==> src/rtl/harris_pkg.sv <==
// Shared types and constants for the Harris corner pipeline.
// window_buffer builds windows of this type and the gradient stage consumes them.
//   PIX_W   : pixel width in bits
//   WIN_SZ  : edge length of the square window sent to the gradient stage
//   GRAD_SZ : edge length of the Gx/Gy tile computed from one window
//   pix_t   : one pixel
//   window_t: WIN_SZ x WIN_SZ pixels, where element [i][j] is row i, column j
package harris_pkg;

    localparam int PIX_W   = 8;
    localparam int WIN_SZ  = 6;
    localparam int GRAD_SZ = 4;

    typedef logic [PIX_W-1:0] pix_t;
    typedef pix_t [0:WIN_SZ-1][0:WIN_SZ-1] window_t;

endpackage

==> src/rtl/window_buffer_line_ram.sv <==
// Storage for one image line: one memory location per column.
// Reads are asynchronous and writes are synchronous.
// During a write the old contents are still visible on o_rdata, so a cascade of
// these RAMs can forward each line into the next RAM.
//   i_clk   : clock
//   i_we    : write enable
//   i_addr  : column address, used for both read and write
//   i_wdata : pixel to write
//   o_rdata : pixel currently stored at i_addr
// Contents are not reset. The control logic never emits a window built from
// locations that have not been written in the current frame.
module line_ram
    import harris_pkg::*;
#(
    parameter int DEPTH = 64,
    parameter int AW    = 6
) (
    input  logic          i_clk,
    input  logic          i_we,
    input  logic [AW-1:0] i_addr,
    input  pix_t          i_wdata,
    output pix_t          o_rdata
);

    pix_t r_mem [0:DEPTH-1];

    // Synchronous write port.
    always_ff @(posedge i_clk) begin
        if (i_we) begin
            r_mem[i_addr] <= i_wdata;
        end
    end

    assign o_rdata = r_mem[i_addr];

endmodule

==> src/rtl/window_buffer.sv <==
// Converts a raster-order pixel stream into a sliding 6x6 window.
// The output feeds the Sobel gradient stage.
//   clk        : clock
//   rst_n      : asynchronous active-low reset
//   pix_in     : input pixel, raster order
//   pix_valid  : pix_in is valid
//   pix_sof    : pix_in is pixel (0,0) of a new frame
//   pix_ready  : the block accepts pix_in this cycle
//   window     : window[i][j] = pixel(row-5+i, col-5+j)
//   win_valid  : window is valid
//   win_ready  : downstream accepts the window
//   win_row    : image row of window[0][0]
//   win_col    : image column of window[0][0]
//   frame_done : one-cycle pulse after the last pixel of a frame is accepted
// Structure:
//   - Five line RAMs hold the previous five lines. Line buffer k holds the line
//     that is k+1 lines older than the current one.
//   - A 6x6 shift array receives one new column per accepted pixel.
//   - The output register holds one window (the output is one entry deep).
module window_buffer
    import harris_pkg::*;
#(
    parameter int IMG_W = 64,
    parameter int IMG_H = 64
) (
    input  logic                      clk,
    input  logic                      rst_n,
    input  pix_t                      pix_in,
    input  logic                      pix_valid,
    input  logic                      pix_sof,
    output logic                      pix_ready,
    output window_t                   window,
    output logic                      win_valid,
    input  logic                      win_ready,
    output logic [$clog2(IMG_H)-1:0]  win_row,
    output logic [$clog2(IMG_W)-1:0]  win_col,
    output logic                      frame_done
);

    localparam int CW  = $clog2(IMG_W);
    localparam int RW  = $clog2(IMG_H);
    localparam int NLB = WIN_SZ - 1;

    localparam logic [CW-1:0] COL_LAST  = CW'(IMG_W - 1);
    localparam logic [RW-1:0] ROW_LAST  = RW'(IMG_H - 1);
    localparam logic [CW-1:0] COL_FIRST = CW'(WIN_SZ - 1);
    localparam logic [RW-1:0] ROW_FIRST = RW'(WIN_SZ - 1);

    logic [CW-1:0] r_col;
    logic [RW-1:0] r_row;
    logic          r_win_valid;
    logic          r_frame_done;
    logic [RW-1:0] r_win_row;
    logic [CW-1:0] r_win_col;
    window_t       r_shift;
    window_t       r_window;

    logic          w_accept;
    logic          w_qualify;
    logic          w_last_pix;
    logic [CW-1:0] w_eff_col;
    logic [RW-1:0] w_eff_row;
    logic [CW-1:0] w_col_nxt;
    logic [RW-1:0] w_row_nxt;
    window_t       w_shift_nxt;
    pix_t [NLB-1:0] w_lb_rd;
    pix_t [NLB-1:0] w_lb_wd;

    // The output register is one entry deep. Stall input whenever it holds an
    // unaccepted window, so that a new window never overwrites a pending one.
    assign pix_ready = !(r_win_valid && !win_ready);
    assign w_accept  = pix_valid && pix_ready;

    // Position of the incoming pixel. pix_sof overrides the counters.
    always_comb begin
        w_eff_col = r_col;
        w_eff_row = r_row;
        if (pix_sof) begin
            w_eff_col = {CW{1'b0}};
            w_eff_row = {RW{1'b0}};
        end else begin
            w_eff_col = r_col;
            w_eff_row = r_row;
        end
    end

    assign w_last_pix = (w_eff_col == COL_LAST) && (w_eff_row == ROW_LAST);

    // The window is complete once five earlier lines of this frame are stored
    // and at least six columns of the current line have been shifted in.
    assign w_qualify = w_accept && (w_eff_row >= ROW_FIRST) && (w_eff_col >= COL_FIRST);

    // Counter values that follow the accepted pixel.
    always_comb begin
        w_col_nxt = w_eff_col;
        w_row_nxt = w_eff_row;
        if (w_eff_col == COL_LAST) begin
            w_col_nxt = {CW{1'b0}};
            if (w_eff_row == ROW_LAST) begin
                w_row_nxt = {RW{1'b0}};
            end else begin
                w_row_nxt = w_eff_row + RW'(1'b1);
            end
        end else begin
            w_col_nxt = w_eff_col + CW'(1'b1);
            w_row_nxt = w_eff_row;
        end
    end

    // Line cascade: the new pixel goes into lb0, and each lbK passes its old
    // value at this column down to lbK+1.
    always_comb begin
        w_lb_wd = {NLB{8'h00}};
        w_lb_wd[0] = pix_in;
        for (int k = 1; k < NLB; k++) begin
            w_lb_wd[k] = w_lb_rd[k-1];
        end
    end

    for (genvar k = 0; k < NLB; k++) begin : g_lb
        line_ram #(
            .DEPTH (IMG_W),
            .AW    (CW)
        ) u_line_ram (
            .i_clk   (clk),
            .i_we    (w_accept),
            .i_addr  (w_eff_col),
            .i_wdata (w_lb_wd[k]),
            .o_rdata (w_lb_rd[k])
        );
    end

    // Shift the columns left by one. The new rightmost column holds the oldest
    // line in row 0 and pix_in in the bottom row.
    always_comb begin
        w_shift_nxt = r_shift;
        for (int i = 0; i < WIN_SZ; i++) begin
            for (int j = 0; j < WIN_SZ - 1; j++) begin
                w_shift_nxt[i][j] = r_shift[i][j+1];
            end
        end
        for (int i = 0; i < NLB; i++) begin
            w_shift_nxt[i][WIN_SZ-1] = w_lb_rd[NLB-1-i];
        end
        w_shift_nxt[WIN_SZ-1][WIN_SZ-1] = pix_in;
    end

    // Pixel position counters and the shift array advance on every accepted pixel.
    always_ff @(posedge clk or negedge rst_n) begin
        if (!rst_n) begin
            r_col   <= {CW{1'b0}};
            r_row   <= {RW{1'b0}};
            r_shift <= '0;
        end else if (w_accept) begin
            r_col   <= w_col_nxt;
            r_row   <= w_row_nxt;
            r_shift <= w_shift_nxt;
        end else begin
            r_col   <= r_col;
            r_row   <= r_row;
            r_shift <= r_shift;
        end
    end

    // Output register. It loads on a qualifying accept and clears on a
    // handshake that has no replacement window.
    always_ff @(posedge clk or negedge rst_n) begin
        if (!rst_n) begin
            r_win_valid <= 1'b0;
            r_window    <= '0;
            r_win_row   <= {RW{1'b0}};
            r_win_col   <= {CW{1'b0}};
        end else if (w_qualify) begin
            r_win_valid <= 1'b1;
            r_window    <= w_shift_nxt;
            r_win_row   <= w_eff_row - ROW_FIRST;
            r_win_col   <= w_eff_col - COL_FIRST;
        end else if (win_ready) begin
            r_win_valid <= 1'b0;
        end else begin
            r_win_valid <= r_win_valid;
        end
    end

    // End-of-frame pulse, one cycle after the last pixel is accepted.
    always_ff @(posedge clk or negedge rst_n) begin
        if (!rst_n) begin
            r_frame_done <= 1'b0;
        end else begin
            r_frame_done <= w_accept && w_last_pix;
        end
    end

    assign window     = r_window;
    assign win_valid  = r_win_valid;
    assign win_row    = r_win_row;
    assign win_col    = r_win_col;
    assign frame_done = r_frame_done;

endmodule

==> config.mk <==
export PLATFORM = sky130hd
export DESIGN_NAME = window_buffer
export DESIGN_NICKNAME = d
export VERILOG_FILES = /design/src/rtl/harris_pkg.sv /design/src/rtl/window_buffer_line_ram.sv /design/src/rtl/window_buffer.sv
export SDC_FILE = /design/constraint.sdc
export NUM_CORES = 2
export LEC_CHECK = 0
export CORE_MARGIN = 5
export CORE_UTILIZATION = 30
export DETAILED_ROUTE_END_ITERATION = 16
export PLACE_DENSITY = 0.44
export SETUP_SLACK_MARGIN = 0.3
export SLEW_MARGIN = 20
export SYNTH_ARGS = -nofsm -noshare
export SYNTH_HDL_FRONTEND = slang
export SYNTH_HIERARCHICAL = 1
export SYNTH_SLANG_ARGS = --single-unit
==> constraint.sdc <==
create_clock -name clk -period 4.5 [get_ports clk]
set_input_delay 0.675 -clock clk [delete_from_list [all_inputs] [get_ports clk]]
set_output_delay 0.675 -clock clk [all_outputs]
set_load 0.01 [all_outputs]
==> summary by stage <==
Run status
The run finished with clean final reports.

Setup path
The critical register-to-register path startpoint is r_col[2]. The delay contributed by the slowest stage of the critical path is 650 ps. The startpoint-to-endpoint class of the critical path is flip-flop to flip-flop. The endpoint identified for the worst register-to-register timing path is g_lb[4].u_line_ram/r_mem[19][3]. The largest fanout of any net on the critical path is 24.

Walking the worst path, the cells encountered are nor2b_4, buf_12, buf_12, buf_4, mux4_2, mux2i_1, o22a_1, o311ai_0, buf_4, or4_2, buf_12, buf_12. Counting both buffers and inverters, the worst setup path holds a total of 6. The required arrival time at the worst endpoint is 5160 ps. The launching element type of the critical path is a flip-flop.

The library cell appearing most often on the critical path is sky130_fd_sc_hd__buf_12. The data arrival time at the worst-slack endpoint is 4760 ps. The slowest stage of the critical path belongs to the cell sky130_fd_sc_hd__or4_2. The cell family contributing the most delay on the critical path is buffers and inverters. The kind of end point of the critical path is a flip-flop. The path depth of the worst reg2reg path is 12.

Setup slack on the worst reg-to-reg path comes out at 390 ps.

Routing
The number of DRC violations after detailed-routing iteration 0 is 6101. After detailed routing, the number of vias per cell comes to around 5.0. The average detailed-routed wire length per instance is 26.98 um. The overall routed net length is 392.9 mm. Summing over every cut layer, the via total after detailed routing is 72840. In this run the remaining antenna-violating nets after routing total 0. The number of iterations in the first detailed-routing pass is 6. After detailed routing, the number of remaining DRC violations is 0.

Clock network
The TritonCTS buffer count is 354. The clock tree from TritonCTS is yes. The clock-pin transition on the worst setup and hold timing paths is roughly 60 ps. Clock tree synthesis selected as its root buffer the cell sky130_fd_sc_hd__clkbuf_16.

The source-to-sink clock delay at the later pin of the worst-skew pair is 950 ps. The clock passes through at most 4 buffers. The count of H-tree levels built during CTS is 5.

Counting every sink on the clock net gives 3114.

STA
Setup repair after global routing left no endpoint under its margin. Headroom to the max-slew limit came out at 25.61%. The max-slew violation count is 0. The final-layout setup total negative slack is 0 ps. The worst path setup slack after routing is around 390 ps.

In the finished design, the share of the clock period the worst path needs comes to about nine tenths. The final hold violation count is 0. Setup violations remaining at the end of the flow were counted as 0. Static timing analysis puts the maximum clock frequency at approximately 0.24 GHz.

For the pin with the worst max-slew slack, the measured transition is 1114 ps. The clock period minus final worst setup slack is approximately 4000 ps. For the final database, setup skew stands at 68.15 ps.

Layout
The final-layout fill cell count is 38250. The net count of the finished layout is 8857. The finished layout holds around 15000 standard cells, fillers aside. The finished layout cell area is 0.1521 mm2.

Once layout is complete, the utilization of the core stands at 37.36%. The post-route netlist has 21.70% of its cells at a drive strength greater than 1. The area growth from synthesis to layout is 23.95%.

Synthesis
Summing every instance area after synthesis gives 0.1227 mm2. In the post-synthesis netlist, the cell with the most instances is sky130_fd_sc_hd__edfxtp_1. The cell count after synthesis is 7600. The Yosys step of the flow raised 6 warnings. The average instance in the mapped netlist occupies 16.14 um2.

The commonest register cell after synthesis is sky130_fd_sc_hd__edfxtp_1. The number of different library cells in the post-synthesis netlist is 62. When the netlist entered floorplanning its net count stood at 7619. The share of the synthesized area in the top cell type is roughly 63%.

By area the synthesized netlist is led by sky130_fd_sc_hd__edfxtp_1, sky130_fd_sc_hd__dfrtp_1, sky130_fd_sc_hd__mux4_2, sky130_fd_sc_hd__nand2_1, sky130_fd_sc_hd__mux2i_1. The share of synthesized registers carrying an async set or reset is 17.79%. Sorting the synthesized cells by how often they occur yields sky130_fd_sc_hd__edfxtp_1, sky130_fd_sc_hd__nand2_1, sky130_fd_sc_hd__dfrtp_1. The cell type with the highest aggregate area in the netlist is sky130_fd_sc_hd__edfxtp_1. The synthesized design contains 3114 register bits. The share of the Yosys chip area taken by registers is 73.96%. The number of flops mapped to enable cells by yosys is 2560.

Placed design
The routability-driven placement congestion ratio is 0.8458. The count of buffers from port buffering is 315. The number of placed instances, taps included, is 13910.

The worst-case setup slack after placement is -943.1 ps. The area after detailed placement is 0.1406 mm2. Once detailed placement completed, the half-perimeter wirelength came to around 270 mm.

Run
The tool flagged a number of max-cap violations equal to 0.

Min path
The min-delay analysis places its worst path in the category input pin to flip-flop. The end point of the most critical hold path is g_lb[0].u_line_ram/r_mem[3][7]. The worst hold path cell count is 1. The startpoint of the most critical hold path is pix_in[7].

Power and ir drop
In this run the static leakage power is ~54 nW. Summed over all nets, the switching power comes to 23.17 mW. The power per standard cell area is 541.9 mW/mm2. The internal power is 59.24 mW. The clock network burns approximately a third of the power. Sequential cells burn 44.9% of the power. VDD sags by at most 0.3397 mV. The part of the power in combinational logic is 20.6%. The switching power as a share of total power is 28.11%.

Global route
The largest net degree at the start of global routing is between 150 and 200. The total overflow reported by the global router is 0. The number of global-route vias before repair came to 74510. Global routing used 18.13% of the available tracks. The first global-routing pass estimated about 570 mm of wire. The number of antenna violations at the first check in global routing is 7.

Die
The placeable core region is 0.4070 mm2. The die is about 650 um wide. The standard-cell row count is 234.

Pin placement for this block handled 316 I/O pins. The die extent in y is 649.5 um. Once the floorplan was initialized, standard cells occupied 30.14% of the core. The die covers 0.4218 mm2.
## worst max path at each step
stage               cells after the start      from                               to  slack [ps]
detailed placement                     13   pix_sof                      window[145]        -940
floorplan                              11   pix_sof                      window[100]         110
global route                           12  r_col[1]                      window[103]         330
global placement                       13   pix_sof                      r_shift[99]       -1170
finish                                 12  r_col[2]  g_lb[4].u_line_ram/r_mem[19][3]         390
CTS                                    12  r_col[2]                      r_shift[99]         320
## state kept, by name (all words and copies together), names as in the netlist
signal	flops
r_shift	240
r_row	6
r_col	6
win_col	6
win_valid	1
g_lb.u_line_ram/r_mem	2560
frame_done	1
win_row	6
window	288
## metrics by stage
step	total power, mW	hold slack, ps
global route	85.75	292.4
finish	82.41	340.8
detailed placement	54.89	457.9
CTS	83.65	273.1
floorplan	44.29	379.4
global placement	54.68	455.1
## what timing repair did
action,in CTS,in global routing
gates resized for setup,3,2
hold buffers,1,0
endpoints found under the setup margin,264,120
setup buffers,1,0
endpoints found under the hold margin,76,0
## final cells by class
class / count / area [um2] / share of cell area (%)
Inverter: 29 / 136.4 / 0.08969
Timing Repair Buffer: 1385 / 13460 / 8.849
Clock inverter: 169 / 1788 / 1.176
Clock buffer: 470 / 9644 / 6.342
Sequential cell: 3114 / 90740 / 59.67
Tap cell: 5428 / 6792 / 4.466
Multi-Input combinational cell: 3954 / 29480 / 19.39
Antenna cell: 12 / 30.03 / 0.01975
## worst register-to-register path, stage by stage (launching register included)
cell	delay (ps)
sky130_fd_sc_hd__dfrtp_1	500
sky130_fd_sc_hd__nor2b_4	230
sky130_fd_sc_hd__buf_12	150
sky130_fd_sc_hd__buf_12	220
sky130_fd_sc_hd__buf_4	260
sky130_fd_sc_hd__mux4_2	320
sky130_fd_sc_hd__mux2i_1	510
sky130_fd_sc_hd__o22a_1	280
sky130_fd_sc_hd__o311ai_0	140
sky130_fd_sc_hd__buf_4	180
sky130_fd_sc_hd__or4_2	650
sky130_fd_sc_hd__buf_12	230
sky130_fd_sc_hd__buf_12	170
## power groups by stage
stage          logic (mW)  registers (mW)  clock network, mW
6_report             16.9            37.0               28.5
4_1_cts              17.3            37.1               29.3
2_1_floorplan        6.62            37.7                  0
5_1_grt              18.0            37.2               30.5
3_3_place_gp         17.1            37.6                  0
3_5_place_dp         17.2            37.7                  0
## cells in the final DEF (no fill, tap or decap), drive strengths merged, types with 110 or more instances in the layout
cell type / instances
a21oi: 143
o22ai: 110
clkinv: 122
a22oi: 200
clkbuf: 470
buf: 1078
nor2: 414
nand2b: 123
mux4: 205
dfrtp: 554
mux2: 357
mux2i: 318
edfxtp: 2560
clkdlybuf4s50: 306
nand2: 961
## layer usage
metal  vias to the layer above  wire length (um)  GRT usage [%]
met5                         -                15              0
li1                      32010                 -              -
met1                     38260            170700          24.65
met2                      2006            193100          30.74
met3                       570             18500          2.316
met4                         2             10580          4.601
## cell families after synthesis
logic type,Yosys count,share of synthesized area [%]
xor+xnor,6,0.04284
flops,3114,73.96
compound gates,1141,6.947
buf+inv,532,2.138
mux,880,9.635
simple gates,1921,7.212
fa+ha+maj,6,0.06119
Note: power is estimated with default switching activity, not from simulation.
